[config.mk]
export PLATFORM = sky130hd
export DESIGN_NAME = npu_selftest_seq
export DESIGN_NICKNAME = d
export VERILOG_FILES = /design/src/rtl/npu_seq_pkg.sv /design/src/rtl/npu_sig_misr.sv /design/src/rtl/npu_selftest_seq.sv
export SDC_FILE = /design/constraint.sdc
export NUM_CORES = 1
export LEC_CHECK = 0
export BUFFER_PORTS_ARGS = -buffer_cell sky130_fd_sc_hd__buf_2
export CAP_MARGIN = 0
export CORE_MARGIN = 3
export CORE_UTILIZATION = 63
export CTS_BUF_LIST = sky130_fd_sc_hd__clkbuf_2
export DETAILED_ROUTE_END_ITERATION = 12
export PLACE_DENSITY = 0.82
export REMOVE_ABC_BUFFERS = 1
export SKIP_LAST_GASP = 1
export SYNTH_ARGS = -nofsm -noshare
export SYNTH_HDL_FRONTEND = slang
export SYNTH_SLANG_ARGS = --single-unit
[constraint.sdc]
create_clock -name CLKEXT -period 4.9 [get_ports CLKEXT]
set_input_delay 0.245 -clock CLKEXT [delete_from_list [all_inputs] [get_ports CLKEXT]]
set_output_delay 0.245 -clock CLKEXT [all_outputs]
set_load 0.01 [all_outputs]
[src/rtl/npu_seq_pkg.sv]
// rtl/npu_seq_pkg.sv - state encoding and signature constants shared by npu_selftest_seq
package npu_seq_pkg;

    typedef enum logic [3:0] {
        S_IDLE,
        S_EN_PULSE,
        S_CFG,
        S_CFG_GAP,
        S_PUSH,
        S_SETTLE,
        S_DRAIN_WAIT,
        S_DRAIN_RD,
        S_DRAIN_CAP,
        S_FIN
    } seq_state_t;

    localparam logic [15:0] MISR_POLY    = 16'h1021;
    localparam logic [15:0] MISR_SEED    = 16'hFFFF;
    localparam logic [15:0] SSFR_DEFAULT = 16'h2280;

    function automatic logic [15:0] misr_step(input logic [15:0] sig, input logic [15:0] din);
        return {sig[14:0], 1'b0} ^ (sig[15] ? MISR_POLY : 16'h0000) ^ din;
    endfunction

endpackage

[src/rtl/npu_sig_misr.sv]
// rtl/npu_sig_misr.sv - read-data signature register; NPU_SIG_MISR_EN selects MISR vs last-value capture
module npu_sig_misr #(
    parameter int DW = 8
) (
    input  logic          clk,
    input  logic          rst_n,
    input  logic          load,
    input  logic          capture,
    input  logic [DW-1:0] din,
    output logic [15:0]   sig
);
    import npu_seq_pkg::*;

    logic [15:0] din16;
    logic [15:0] seed;
    logic [15:0] sig_next;

    generate
        if (DW >= 16) begin : g_trunc
            assign din16 = din[15:0];
        end else begin : g_ext
            assign din16 = {{(16-DW){1'b0}}, din};
        end
    endgenerate

`ifdef NPU_SIG_MISR_EN
    assign seed     = MISR_SEED;
    assign sig_next = misr_step(sig, din16);
`else
    assign seed     = 16'h0000;
    assign sig_next = din16;
`endif

    always_ff @(posedge clk or negedge rst_n) begin
        if (!rst_n) begin
            sig <= '0;
        end else if (load) begin
            sig <= seed;
        end else if (capture) begin
            sig <= sig_next;
        end
    end

endmodule

[src/rtl/npu_selftest_seq.sv]
// rtl/npu_selftest_seq.sv - on-chip bring-up sequencer for npu_top (signature mode via NPU_SIG_MISR_EN)
module npu_selftest_seq
    import npu_seq_pkg::*;
#(
    parameter int LANES      = 4,
    parameter int DW         = 8,
    parameter int VEC_DEPTH  = 16,
    parameter int SETTLE_CYC = 16,
    parameter int MAX_WAIT   = 1000,
    parameter int CW         = 8
) (
    input  logic                           CLKEXT,
    input  logic                           RST_GLO_N,
    input  logic                           START,
    input  logic                           ABORT,
    input  logic                           CFG_EN,
    input  logic [15:0]                    SSFR_CFG,
    input  logic [$clog2(VEC_DEPTH+1)-1:0] NUM_VEC,
    input  logic [CW-1:0]                  NUM_RD,
    input  logic                           VLD_WE,
    input  logic [$clog2(VEC_DEPTH)-1:0]   VLD_ADDR,
    input  logic [LANES*DW-1:0]            VLD_DATA,
    output logic                           EN_FSM,
    output logic                           EN_CONFIG,
    output logic [LANES*DW-1:0]            D_LANES,
    output logic                           RD_EN,
    input  logic [DW-1:0]                  D_OUT,
    input  logic                           EMPTY,
    input  logic                           FULL,
    output logic                           BUSY,
    output logic                           DONE,
    output logic                           TIMEOUT,
    output logic                           OVF_SEEN,
    output logic [CW-1:0]                  RD_DONE_CNT,
    output logic [15:0]                    SIGNATURE
);
    localparam int VW = $clog2(VEC_DEPTH+1);
    localparam int AW = $clog2(VEC_DEPTH);
    localparam int SW = $clog2(SETTLE_CYC+1);
    localparam int GW = $clog2(MAX_WAIT+1);

    seq_state_t state, state_nxt, after_cfg;

    logic [LANES*DW-1:0] vec_mem [VEC_DEPTH];

    logic          cfg_en_q;
    logic [15:0]   ssfr_q;
    logic [VW-1:0] num_vec_q;
    logic [VW-1:0] vec_idx;
    logic [CW-1:0] num_rd_q;
    logic [CW-1:0] rd_cnt;
    logic [SW-1:0] settle_cnt;
    logic [GW-1:0] guard;
    logic          done_q;
    logic          timeout_q;
    logic          ovf_q;
    logic          start_acc;
    logic          capture;

    assign start_acc = (state == S_IDLE) && START && !ABORT;
    assign capture   = (state == S_DRAIN_CAP) && !ABORT;
    assign after_cfg = (num_vec_q != '0) ? S_PUSH : S_SETTLE;

    // Memory has no reset so stored vectors survive a global reset.
    always_ff @(posedge CLKEXT) begin
        if (VLD_WE && state == S_IDLE) begin
            vec_mem[VLD_ADDR] <= VLD_DATA;
        end
    end

    always_comb begin
        state_nxt = state;
        unique case (state)
            S_IDLE:       if (START) state_nxt = S_EN_PULSE;
            S_EN_PULSE:   state_nxt = cfg_en_q ? S_CFG : after_cfg;
            S_CFG:        state_nxt = S_CFG_GAP;
            S_CFG_GAP:    state_nxt = after_cfg;
            S_PUSH:       if (vec_idx == num_vec_q - VW'(1)) state_nxt = S_SETTLE;
            S_SETTLE:     if (settle_cnt == SW'(SETTLE_CYC-1))
                              state_nxt = (num_rd_q == '0) ? S_FIN : S_DRAIN_WAIT;
            S_DRAIN_WAIT: if (!EMPTY) state_nxt = S_DRAIN_RD;
                          else if (guard == GW'(MAX_WAIT-1)) state_nxt = S_FIN;
            S_DRAIN_RD:   state_nxt = S_DRAIN_CAP;
            S_DRAIN_CAP:  state_nxt = ((rd_cnt + CW'(1)) == num_rd_q) ? S_FIN : S_DRAIN_WAIT;
            S_FIN:        state_nxt = S_IDLE;
            default:      state_nxt = S_IDLE;
        endcase
        if (ABORT) state_nxt = S_IDLE;
    end

    always_ff @(posedge CLKEXT or negedge RST_GLO_N) begin
        if (!RST_GLO_N) begin
            state      <= S_IDLE;
            cfg_en_q   <= 1'b0;
            ssfr_q     <= SSFR_DEFAULT;
            num_vec_q  <= '0;
            num_rd_q   <= '0;
            vec_idx    <= '0;
            rd_cnt     <= '0;
            settle_cnt <= '0;
            guard      <= '0;
            done_q     <= 1'b0;
            timeout_q  <= 1'b0;
            ovf_q      <= 1'b0;
        end else begin
            state      <= state_nxt;
            vec_idx    <= (state == S_PUSH) ? vec_idx + VW'(1) : '0;
            settle_cnt <= (state == S_SETTLE) ? settle_cnt + SW'(1) : '0;
            guard      <= (state == S_DRAIN_WAIT && EMPTY) ? guard + GW'(1) : '0;
            if (start_acc) begin
                cfg_en_q  <= CFG_EN;
                ssfr_q    <= SSFR_CFG;
                num_vec_q <= (NUM_VEC > VW'(VEC_DEPTH)) ? VW'(VEC_DEPTH) : NUM_VEC;
                num_rd_q  <= NUM_RD;
                rd_cnt    <= '0;
                done_q    <= 1'b0;
                timeout_q <= 1'b0;
                ovf_q     <= 1'b0;
            end
            if (capture) rd_cnt <= rd_cnt + CW'(1);
            if (state_nxt == S_FIN) done_q <= 1'b1;
            if (state == S_DRAIN_WAIT && state_nxt == S_FIN) timeout_q <= 1'b1;
            if (BUSY && FULL) ovf_q <= 1'b1;
        end
    end

    // Pulses and lanes are decoded from state and forced quiet in an ABORT cycle.
    always_comb begin
        EN_FSM    = 1'b0;
        EN_CONFIG = 1'b0;
        RD_EN     = 1'b0;
        D_LANES   = '0;
        if (!ABORT) begin
            unique case (state)
                S_EN_PULSE: EN_FSM = 1'b1;
                S_CFG: begin
                    EN_CONFIG           = 1'b1;
                    D_LANES[DW-1:0]     = DW'(ssfr_q[15:8]);
                    D_LANES[2*DW-1:DW]  = DW'(ssfr_q[7:0]);
                end
                S_PUSH:     D_LANES = vec_mem[vec_idx[AW-1:0]];
                S_DRAIN_RD: RD_EN = 1'b1;
                default: ;
            endcase
        end
    end

    assign BUSY        = (state != S_IDLE) && (state != S_FIN);
    assign DONE        = done_q;
    assign TIMEOUT     = timeout_q;
    assign OVF_SEEN    = ovf_q;
    assign RD_DONE_CNT = rd_cnt;

    npu_sig_misr #(.DW(DW)) u_sig (
        .clk     (CLKEXT),
        .rst_n   (RST_GLO_N),
        .load    (start_acc),
        .capture (capture),
        .din     (D_OUT),
        .sig     (SIGNATURE)
    );

endmodule
==> metrics.txt <==
Port Buffer Count=135; CTS root buf=clkbuf_2; max incr delay on CP=0.95 ns; Power Total=10.78 mW; RePlAce Congestion=0.8677; CTS tree=done; EDFF count, synth=512; DIE HEIGHT=198.7 µm; clk_skew=0.1083 ns; Die Width=198.7 µm; cell area after placement=24,690 µm²; Routed WL=56.08 mm; maximum VDD drop=0.2492 mV; leading cell type in the layout, fill and taps excluded=edfxtp_1; synthesized area per cell=18.41 µm²; vias in the first global route=14,680; Die ar.=39,500 µm²; clock buffer count from CTS=140; outcome=finished, final reports clean; predominant post-synthesis flop cell=edfxtp_1; # IOs=144; P_leak=9.701 nW; Synth cell types=56; Crit Path Class=flop to primary output; row count=69; FFs w/ async S/R, synth=12.48%; commonest non-fill, non-tap cells in the layout=edfxtp_1, clkbuf_2, dlygate4sd3_1; First-pass DRT Iterations=5; Filler cells=1,982; post-DR wirelength/cell=25.12 µm; HPWL Detailed=28.84 mm; Final Hold Fails=0; first-pass GRT wire length=85.59 mm; Syn Inst Count=1,271; area grow syn2layout=17.99%; clock slew at reported path FFs=0.11 ns; H-tree depth=4; RSZ-0062 raised after global routing=false; power per cell area=390.3 nW/µm²; synthesized cell area=23,400 µm²; Syn. warnings=0; vias=13,990; critical path cell sequence=nor2b_1 -> nand2_1 -> nor2_1 -> buf_4 -> a22o_1 -> buf_2; Routed Antenna Nets=0; Worst setup EP type=primary output; Peak Freq=229.3 MHz; Critical-path top delay cell=nor2_1; Resize count post-CTS=0; core area=36,090 µm²; WP data arrival=4.12 ns; clock buffer depth=3; # nets final=1,750; GRT overflow=0; Setup Viol. Count Final=0; initial antenna violation count=6; largest net degree at the start of global routing=71; final instance area=27,620 µm²; CP max FO=9; Seq/Total Area, Yosys=73.51%; clock sink count=585; fin crit period=4.362 ns; Post-CTS Setup Inserts=0; MaxCap Viol Count=0; Total GRT Usage=29.47%; measured slew at the worst slew-check pin=1.180 ns; critical path required time=4.66 ns; Critical Path Source Type=flop; Max transition margin=21.07%; proportion of layout cells with a drive suffix above 1=30.93%; DRC=0; Clock Latency Late Sink=1.05 ns; Pins Over Slew Limit=0; Starting Density=64.86%; drt initial violations=1,621; vias per cell=6.266; Min-Delay Path Class=input pin to flop; period utilization=89.01%; Yosys reg bits=585
## final cells by class
type                    instances  area (µm²)  share of cell area [%]
diodes                          6       15.01                 0.05437
clock buffers                 210        1051                   3.806
clock inverters                34       249.0                  0.9016
inverters                      10       37.54                  0.1359
multi-input cells             602        5916                   21.42
flip-flops and latches        585       17220                   62.36
well taps                     461       576.8                   2.089
repair buffers                324        2550                   9.234
## per-stage QoR
step	cells	hold slack [ns]	utilization (%)	TNS [ns]	setup slack, ns
detailed placement	1823	0.4437	68.42	0	1.786
CTS	2226	0.02129	76.48	0	0.6624
finish	2232	0.1302	76.52	0	0.5384
global placement	1823	0.4332	68.42	0	1.834
global route	2231	0.008466	76.52	0	0.2893
floorplan	1197	-0.05059	-	-59.85	-1.864
## kinds of logic (layout without fill, tap and decap cells)
kind of cell | Yosys count | count (layout) | synth area share (%)
AOI/OAI and AO/OA | 136 | 136 | 4.074
xor gates and xnor gates | 31 | 31 | 1.160
adders and majority gates | 6 | 6 | 0.3207
buffers and inverters | 91 | 578 | 1.807
DFF | 585 | 585 | 73.51
muxes | 162 | 162 | 13.82
other | 1 | 14 | 0.01602
and+or+nand+nor | 259 | 259 | 5.287
## cell usage after synthesis, types with 4 or more instances
library cell	number	area (µm²)
a211oi_1	49	367.9
inv_1	10	37.54
edfxtp_1	512	15370
nor3_1	8	40.04
ha_1	6	75.07
o21ai_0	17	85.08
a22o_1	18	157.7
nand3_1	16	80.08
mux4_2	129	2905
dfrtp_1	70	1752
buf_4	10	75.07
clkbuf_1	42	157.7
xor2_1	17	148.9
buf_2	23	115.1
buf_1	4	15.01
xnor2_1	14	122.6
nor2_1	46	172.7
nand2_1	110	412.9
mux2i_1	33	330.3
nand2b_1	6	37.54
a21oi_1	29	145.1
nor2b_1	35	219.0
and3_1	8	50.05
nand3b_1	7	52.55
## worst max-delay path: cells and delay by family (launching register included)
| family | cells | cell delay, ns |
|---|---|---|
| AO/OA/AOI/OAI | 1 | 0.22 |
| buffers and inverters | 2 | 0.53 |
| flip-flops | 1 | 0.50 |
| AND/OR/NAND/NOR | 3 | 1.81 |
## path summary, 6_finish.rpt
| check | cells past startpoint | start | slack (ns) | to |
|---|---|---|---|---|
| setup / recovery | 6 | state[2]$_DFF_PN0_ | 0.54 | D_LANES[7] |
| hold / removal | 2 | VLD_DATA[29] | 0.13 | vec_mem[14][29]$_DFFE_PP_ |
| setup reg to reg | 7 | state[0]$_DFF_PN0_ | 1.17 | vec_mem[15][31]$_DFFE_PP_ |
| hold reg to reg | 1 | settle_cnt[0]$_DFF_PN0_ | 0.47 | settle_cnt[0]$_DFF_PN0_ |
| max in group asynchronous | 4 | RST_GLO_N | 4.06 | vec_idx[0]$_DFF_PN0_ |
| min in group asynchronous | 3 | RST_GLO_N | 0.37 | ssfr_q[7]$_DFFE_PN1P_ |
## timing repair
action | 4_1_cts | 5_1_grt
setup endpoints to repair | 0 | 0
hold buffers | 159 | 0
endpoints found under the hold margin | 757 | 0
## registers in the layout, summed over array words and instances, names as in the netlist
name         cells
vec_mem        512
num_rd_q         8
TIMEOUT          1
cfg_en_q         1
DONE             1
state            4
guard           10
OVF_SEEN         1
settle_cnt       5
RD_DONE_CNT      8
ssfr_q          16
num_vec_q        5
vec_idx          5
u_sig.sig        8
## per-layer routing
metal  part of all wire, %  GRT usage (%)  up-vias  routed length, µm
met3                   9.3          7.436      161               5232
li1                      -              -     5904                  -
met5                     0              0        -                  0
met4                   3.0          11.50        0               1685
met1                    38          40.28     6987              21340
met2                    50          46.87      933              27820
## power breakdown
part           switching, mW  internal, mW  total, mW
Sequential             0.221          5.66       5.88
Combinational          0.837         0.852       1.69
Clock                   1.87          1.35       3.21
Total                   2.92          7.85       10.8
(Power assumes the default switching activity.)
